**config.mk**
```make
export PLATFORM = sky130hd
export DESIGN_NAME = arc4_core
export DESIGN_NICKNAME = d
export VERILOG_FILES = /design/src/rtl/arc4_pkg.sv /design/src/rtl/arc4_key_sel.sv /design/src/rtl/arc4_core.sv
export SDC_FILE = /design/constraint.sdc
export NUM_CORES = 1
export LEC_CHECK = 0
export CELL_PAD_IN_SITES_DETAIL_PLACEMENT = 1
export CELL_PAD_IN_SITES_GLOBAL_PLACEMENT = 2
export CORE_MARGIN = 5
export CORE_UTILIZATION = 38
export CTS_BUF_LIST = sky130_fd_sc_hd__clkbuf_8
export DETAILED_ROUTE_END_ITERATION = 16
export GPL_ROUTABILITY_DRIVEN = 0
export PLACE_DENSITY_LB_ADDON = 0.1
export SLEW_MARGIN = 20
export SYNTH_ARGS = -nofsm -noshare
export SYNTH_HDL_FRONTEND = slang
export SYNTH_SLANG_ARGS = --single-unit
```
**constraint.sdc**
```tcl
create_clock -name clk -period 18.7 [get_ports clk]
set_clock_uncertainty 0.05 [all_clocks]
set_input_delay 3.74 -clock clk [delete_from_list [all_inputs] [get_ports clk]]
set_output_delay 3.74 -clock clk [all_outputs]
set_load 0.05 [all_outputs]
```
**src/rtl/arc4_pkg.sv**
```systemverilog
// Shared types and constants for the ARC4 decryption core.
package arc4_pkg;

  typedef logic [7:0] byte_t;

  typedef enum logic [2:0] {
    IDLE,
    INIT,
    KSA,
    LEN,
    PRGA,
    DONE
  } state_t;

  localparam int    SBOX_SIZE = 256;
  localparam byte_t PRINT_LO  = 8'h20;
  localparam byte_t PRINT_HI  = 8'h7E;

endpackage

```
**src/rtl/arc4_key_sel.sv**
```systemverilog
// Combinational key-byte picker: returns key byte (idx mod KEY_BYTES), byte 0 in the top bits.
module arc4_key_sel
  import arc4_pkg::*;
#(
  parameter int KEY_BYTES = 3
) (
  input  logic [8*KEY_BYTES-1:0] key,
  input  byte_t                  idx,
  output byte_t                  key_byte
);

  int unsigned sel;

  always_comb begin
    sel      = 32'(idx) % 32'(KEY_BYTES);
    key_byte = '0;
    for (int k = 0; k < KEY_BYTES; k++) begin
      if (sel == 32'(k)) key_byte = key[8*(KEY_BYTES-1-k) +: 8];
    end
  end

endmodule

```
**src/rtl/arc4_core.sv**
```systemverilog
// ARC4 decryption core driving external S, CT and PT RAMs (1-cycle read latency).
// Optional plaintext printability flag enabled by defining ARC4_VALID_CHECK_EN.
module arc4_core
  import arc4_pkg::*;
#(
  parameter int KEY_BYTES = 3,
  parameter int MAX_LEN   = 255
) (
  input  logic                   clk,
  input  logic                   rst_n,
  input  logic                   en,
  output logic                   rdy,
  input  logic [8*KEY_BYTES-1:0] key,
  output logic [7:0]             s_addr,
  output logic [7:0]             s_wrdata,
  output logic                   s_wren,
  input  logic [7:0]             s_rddata,
  output logic [7:0]             ct_addr,
  input  logic [7:0]             ct_rddata,
  output logic [7:0]             pt_addr,
  output logic [7:0]             pt_wrdata,
  output logic                   pt_wren,
  output logic                   bad
);

  localparam byte_t LEN_CAP = 8'(MAX_LEN);

  state_t                 state, state_n;
  logic [2:0]             step, step_n;
  byte_t                  i, i_n, j, j_n, k, k_n, len, len_n;
  byte_t                  si, si_n, sj, sj_n;
  logic [8*KEY_BYTES-1:0] key_r, key_n;
  byte_t                  key_byte, len_eff;

  arc4_key_sel #(.KEY_BYTES(KEY_BYTES)) u_key_sel (
    .key      (key_r),
    .idx      (i),
    .key_byte (key_byte)
  );

  assign rdy     = (state == IDLE);
  assign len_eff = (ct_rddata > LEN_CAP) ? LEN_CAP : ct_rddata;

  always_ff @(posedge clk or negedge rst_n) begin
    if (!rst_n) begin
      state <= IDLE;
      step  <= '0;
      i     <= '0;
      j     <= '0;
      k     <= '0;
      len   <= '0;
      si    <= '0;
      sj    <= '0;
      key_r <= '0;
    end else begin
      state <= state_n;
      step  <= step_n;
      i     <= i_n;
      j     <= j_n;
      k     <= k_n;
      len   <= len_n;
      si    <= si_n;
      sj    <= sj_n;
      key_r <= key_n;
    end
  end

  // RAM ports are driven combinationally from the current step so each read
  // returns its data in the very next step; swaps write s[i] then s[j] from
  // values captured before either write.
  always_comb begin
    state_n   = state;
    step_n    = step;
    i_n       = i;
    j_n       = j;
    k_n       = k;
    len_n     = len;
    si_n      = si;
    sj_n      = sj;
    key_n     = key_r;
    s_addr    = '0;
    s_wrdata  = '0;
    s_wren    = 1'b0;
    ct_addr   = '0;
    pt_addr   = '0;
    pt_wrdata = '0;
    pt_wren   = 1'b0;
    case (state)
      IDLE: begin
        if (en) begin
          state_n = INIT;
          key_n   = key;
          step_n  = '0;
          i_n     = '0;
          j_n     = '0;
        end
      end
      INIT: begin
        s_addr   = i;
        s_wrdata = i;
        s_wren   = 1'b1;
        i_n      = i + 8'd1;
        if (i == 8'(SBOX_SIZE - 1)) state_n = KSA;
      end
      KSA: begin
        case (step)
          3'd0: begin
            s_addr = i;
            step_n = 3'd1;
          end
          3'd1: begin
            j_n    = j + s_rddata + key_byte;
            s_addr = j_n;
            si_n   = s_rddata;
            step_n = 3'd2;
          end
          3'd2: begin
            s_addr   = i;
            s_wrdata = s_rddata;
            s_wren   = 1'b1;
            step_n   = 3'd3;
          end
          default: begin
            s_addr   = j;
            s_wrdata = si;
            s_wren   = 1'b1;
            i_n      = i + 8'd1;
            step_n   = 3'd0;
            if (i == 8'(SBOX_SIZE - 1)) state_n = LEN;
          end
        endcase
      end
      LEN: begin
        if (step == 3'd0) begin
          step_n = 3'd1;
        end else begin
          pt_wrdata = len_eff;
          pt_wren   = 1'b1;
          len_n     = len_eff;
          i_n       = '0;
          j_n       = '0;
          k_n       = 8'd1;
          step_n    = 3'd0;
          state_n   = (len_eff == 8'd0) ? DONE : PRGA;
        end
      end
      PRGA: begin
        ct_addr = k;
        case (step)
          3'd0: begin
            i_n    = i + 8'd1;
            s_addr = i_n;
            step_n = 3'd1;
          end
          3'd1: begin
            j_n    = j + s_rddata;
            s_addr = j_n;
            si_n   = s_rddata;
            step_n = 3'd2;
          end
          3'd2: begin
            s_addr   = i;
            s_wrdata = s_rddata;
            s_wren   = 1'b1;
            sj_n     = s_rddata;
            step_n   = 3'd3;
          end
          3'd3: begin
            s_addr   = j;
            s_wrdata = si;
            s_wren   = 1'b1;
            step_n   = 3'd4;
          end
          3'd4: begin
            s_addr = si + sj;
            step_n = 3'd5;
          end
          default: begin
            pt_addr   = k;
            pt_wrdata = s_rddata ^ ct_rddata;
            pt_wren   = 1'b1;
            step_n    = 3'd0;
            if (k == len) state_n = DONE;
            else          k_n     = k + 8'd1;
          end
        endcase
      end
      DONE:    state_n = IDLE;
      default: state_n = IDLE;
    endcase
  end

`ifdef ARC4_VALID_CHECK_EN
  logic bad_r;

  // Sticky until the next accepted start; only message bytes are judged, not the length byte.
  always_ff @(posedge clk or negedge rst_n) begin
    if (!rst_n)                         bad_r <= 1'b0;
    else if (state == IDLE && en)       bad_r <= 1'b0;
    else if (state == PRGA && pt_wren &&
             (pt_wrdata < PRINT_LO || pt_wrdata > PRINT_HI))
                                        bad_r <= 1'b1;
  end

  assign bad = bad_r;
`else
  assign bad = 1'b0;
`endif

endmodule

```
### Word-level counts from Yosys, hierarchy flattened

Cells that the tools add are included.

* reduce and logical (&&, ||, !) cells: 22
* mux-type cells: 48
* bitwise gates (word level): 2
* order comparisons: 1
* add/subtract/negate cells: 5
* eq/ne operators: 23
* div/mod/pow operators: 1

Operators by type and width (number)
* $mux W8: 18
* $pmux W8 S2: 5
* $pmux W8 S5: 2
* $pmux W8 S3: 2
* $eq A32 B1 Y1 const B: 1
* $eq A32 B2 Y1 const B: 1
* $logic_not A32 Y1: 1
* $mod A8 B2 Y32 const B: 1
* $pmux W8 S4: 1
* $pmux W3 S5: 2
* $add A8 B8 Y8: 3
* $mux W3: 8
* $ne A2 B2 Y1 const B: 11
* $add A8 B1 Y8 const B: 2
* $eq A3 B2 Y1 const B: 4
* $pmux W3 S4: 1
* $reduce_and A2 Y1: 5
* $reduce_and A5 Y1: 2
* $eq A8 B8 Y1: 1
* $eq A8 B8 Y1 const B: 1
* $gt A8 B8 Y1 const B: 1
* $logic_not A8 Y1: 1
* $reduce_or A2 Y1: 4
* $xor A8 B8 Y8: 1
* other kinds (15): 23

* flip-flop bits (word level): 78
* word-level logic and storage cells: 111
* bits of input ports: 43

### Depth between registers and ports, before layout

* depth after elaboration: 8
* depth in mapped cells: 33
* gate-level depth less buffers: 29

### Modules after synthesis

A second synthesis with hierarchy kept.

* cells, all modules: 850
* area, all modules: 7469.7 um2

Modules (own cells, without submodules)
* arc4_core: area each 5743.0 um2, cells each 629, instances 1, sequential area each 1951.9 um2
* arc4_key_sel: area each 1726.7 um2, cells each 221, instances 1, sequential area each 0.0 um2

### Least setup slack after synthesis

Ideal clock, no wire load.

* path type: register to output
* start: reg i[6]
* end: out s_addr[7]
* data arrival time: 6813 ps
* required time: 14910 ps
* setup slack: 8097 ps
* cell stages (with the launch flop): 33
* path through: dfrtp_1 -> buf_6 -> clkbuf_1 -> clkbuf_1 -> ha_1 -> buf_4 -> a21oi_1 -> or2_1 -> a21o_1 -> a311oi_1 -> o22a_1 -> inv_1 -> ha_1 -> a2111oi_4 -> o21ai_1 -> xnor2_2 -> ha_1 -> nor2_1 -> a32oi_2 -> or4_1 -> o31ai_2 -> a222oi_1 -> nor2b_1 -> ha_1 -> a21o_1 -> a21oi_1 -> o21bai_1 -> a21oi_1 -> o21bai_1 -> a21oi_1 -> xor2_1 -> or4_1 -> nand4b_1

* cells in the longest elaborated chain, start to end: 8
* elaborated cells on any way between the ends: 12

RTL lines
* start: declaration: RTL line arc4_core.sv:30 `byte_t i, i_n, j, j_n, k, k_n, len, len_n;`
* start signal: assignment: RTL line arc4_core.sv:58 `i <= i_n;`
* $mod A8 B2 Y32: RTL line arc4_key_sel.sv:15 `sel = 32'(idx) % 32'(KEY_BYTES);`
* $logic_not A32 Y1: RTL line arc4_key_sel.sv:18 `if (sel == 32'(k)) key_byte = key[8*(KEY_BYTES-1-k) +: 8];`
* $mux W8 (3 in a row): RTL line arc4_key_sel.sv:18
* $add A8 B8 Y8: RTL line arc4_core.sv:112 `j_n = j + s_rddata + key_byte;`
* $pmux W8 S2: RTL line arc4_core.sv:106 `case (step)`
* $pmux W8 S3 (*): RTL line arc4_core.sv:88 `case (state)`
* end: declaration: RTL line arc4_core.sv:14 `output logic [7:0] s_addr,`

Mark *: on every way between the ends. The rest lies on a longest branch, timed or not.

### Worst setup path after layout

* start: reg i[7]
* end: out s_addr[7]

The elaborated chain is that of the path after synthesis.

==> results.md <==
- Gate power share: between 60% and 70%
- Post-Synthesis Cells: between 700 and 800
- Sequential Power Share: about a quarter
- Async SR Flop Fraction: 100%
- TritonCTS clock tree: yes
- Headroom to the max-slew limit: approximately 30%
- Min-Delay Path Class: reg -> reg
- DRC: 0
- R2r startpoint: i[7]
- Vias in the first global route: 6245
- CP top delay family: compound AO/OA/AOI/OAI gates
- Initial DRT Pass Iterations: 7
- Flops & latches, synth: 78
- Syn nets: approximately 830
- Num Clock Sinks: 78
- Fmax: between 70 and 80 MHz
- Clock transition at the registers of the reported paths: about 80 ps
- Via density: 5.97
- Worst setup EP type: output pin
- P per Cell Area: 179 nW/µm²
- Hold slack: approximately 450 ps
- Num ports: just under 90
- Syn_area_per_cell: 8.62 µm²
- Share of layout cells above drive strength 1: between 10 and 15%
- Slowest stage cell, crit path: dfrtp_1
- Final core utilization: 45.9%
- N_diodes: 0
- Total CTS buffers: 9
- Port bufs: 85
- FP Rows: 47
- Final period util: 68.7%
- Final WL: roughly 22000 µm
- Clock network power share: roughly 10%
- Fill count: 1973
- RSZ-0062 raised after global routing: false
- CP arrival: about 9100 ps
- Initial Util: roughly two fifths
- Core Box Area: 16600 µm²
- Most frequent cells in the layout: nand2_1, clkdlybuf4s50_1, dfrtp_1, o21ai_0, nor2_1
- Worst reg2reg endpoint: j[7]
- Worst path depth: 29
- 1st-iter DRT viols: about 390
- Start point of the critical path: i[7]
- Initial antenna violation count: 0
- WS Path Type: reg -> out
- Worst reg2reg path depth: 28
- Crit path max fanout: 29
- PostCTS Resize Cnt: 0
- Sw power: between 0.6 and 0.7 mW
- Routed len/inst: 21.2 µm
- Final Hold Viols: 0
- CTS root buf: clkbuf_8
- Top FF cell, synth: dfrtp_1
- Buf/Inv on CP: 2
- Type of element launching the critical path: flip-flop
- Number of synthesized flops with an enable pin: 0
- CP required: between 10000 and 15000 ps
- H-tree lvl count: 3
- Largest net degree at the start of global routing: between 70 and 80
- Power Internal: between 0.6 and 0.7 mW
- VDD IR max: 0.0000922 V
- Cts hold-fix bufs: 0
- Tmin final: 12860 ps
- Slew Viols, Final: 0
- Status: complete, no violations
- GRT Util Overall: between 20% and 30%
- Sw frac: between 50% and 60%
- DRT antenna net count: 0
- First-pass GRT wire length: approximately 35000 µm
- Setup Total Neg Slack: 0 ps
- Synthesized area: ~6500 µm²
- Gr ovfl total: 0
- Most common cell after layout, fill and taps aside: nand2_1
- Largest stage delay, worst path: around 970 ps
- Ys Warns: 0
- Reg2reg setup slack: around 11000 ps
- Die height: around 140 µm
- Setup Fix Bufs, Post-CTS: 0
- Endpoints failing setup: 0
- Critical Path End: s_addr[7]
- Netlist cell types: 81
- Vias: just over 6000
- Worst slew pin tran: 1040 ps
- Max cap viols: 0
- DIE AREA: between 15000 and 20000 µm²
- Worst-Skew Late Latency: between 300 and 400 ps
- Seq/Total Area, Yosys: slightly above 30%
- Die Width: 140 µm
- Synthesis-to-finish area growth: 18.0%
- Dpl hpwl: roughly 16000 µm
- CTS max path bufs: 2
- P_leak: 3.14 nW
- Nets: between 800 and 900
==> worst register-to-register path, delay by kind of cell, from the launching register on <==
| kind | cells | cell delay (ps) |
|---|---|---|
| fa+ha+maj | 4 | 1460 |
| buf+inv | 1 | 100 |
| compound gates | 15 | 3490 |
| simple gates | 6 | 1440 |
| xor+xnor | 2 | 370 |
| flops | 1 | 970 |
==> per-stage QoR <==
step	setup WS [ps]	power, mW	cells	cell area [µm²]
3_5_place_dp	6390	1.22	1012	7420
3_3_place_gp	6880	1.19	1012	7420
6_report	5840	1.37	1028	7640
2_1_floorplan	8100	0.971	751	6470
4_1_cts	5880	1.37	1028	7620
5_1_grt	5220	1.48	1028	7640
==> flip-flops by register name, summed over array words and instances (netlist names) <==
| signal | count |
|---|---|
| i | 8 |
| j | 8 |
| k | 8 |
| key_r | 24 |
| len | 8 |
| si | 8 |
| sj | 8 |
| state | 3 |
| step | 3 |
==> power groups by stage <==
| stage | sequential, mW | clock, mW | combinational (mW) |
|---|---|---|---|
| after detailed placement | 0.329 | 0 | 0.894 |
| after CTS | 0.326 | 0.142 | 0.901 |
| after global placement | 0.326 | 0 | 0.865 |
| final | 0.327 | 0.138 | 0.904 |
| after global routing | 0.337 | 0.151 | 0.987 |
| after floorplan | 0.273 | 0 | 0.698 |
==> per-layer routing <==
layer / share of wire (%) / track usage (%) / wire length (µm)
met1: 47 / 30.9 / 10300
met2: 46 / 35.4 / 10100
met3: 4.7 / 3.65 / 1020
met4: 1.5 / 5.25 / 333
met5: 0 / 0 / 0
==> final cells by class <==
class | count | area (µm²) | area share, %
Inverter | 28 | 108 | 1.41
Tap cell | 220 | 275 | 3.60
Clock buffer | 11 | 151 | 1.98
Sequential cell | 78 | 1950 | 25.6
Multi-Input combinational cell | 595 | 4200 | 54.9
Timing Repair Buffer | 91 | 897 | 11.7
Clock inverter | 5 | 57.6 | 0.754
==> kinds of logic (layout without fill, tap and decap cells) <==
| logic type | count (synthesis) | in the layout | synth area share [%] |
|---|---|---|---|
| compound gates | 221 | 221 | 24.0 |
| xor+xnor | 47 | 47 | 6.77 |
| fa+ha+maj | 31 | 31 | 6.34 |
| buf+inv | 78 | 135 | 5.18 |
| flops | 78 | 78 | 30.2 |
| mux | 52 | 52 | 9.07 |
| other cells | 1 | 1 | 0.0580 |
| simple gates | 243 | 243 | 18.4 |
==> synth_stat cells, types with 10 or more instances <==
cell,count,share of area [%]
xor2_1,13,1.8
and3_1,15,1.5
o21ai_0,54,4.2
nor2_1,45,2.6
o211ai_1,15,1.7
nor2b_1,12,1.2
mux2i_1,10,1.5
dfrtp_1,78,30
a21oi_1,39,3.0
nand2_1,96,5.6
o221ai_1,12,1.6
mux2_2,40,7.0
and2_1,13,1.3
ha_1,28,5.4
xnor2_1,32,4.3
inv_1,24,1.4
nand3_1,19,1.5
a22oi_1,19,2.2
clkbuf_1,38,2.2
==> how the worst min path moves through the flow <==
stage,startpoint,endpoint,slack (ps),cells after the start
CTS,len[0],len[0],470,2
detailed placement,len[0],len[0],440,2
global placement,len[2],len[2],440,2
finish,len[0],len[0],450,2
floorplan,len[0],len[0],420,2
global route,key_r[21],key_r[21],490,1
No activity file was read; power rests on OpenSTA's default activity.
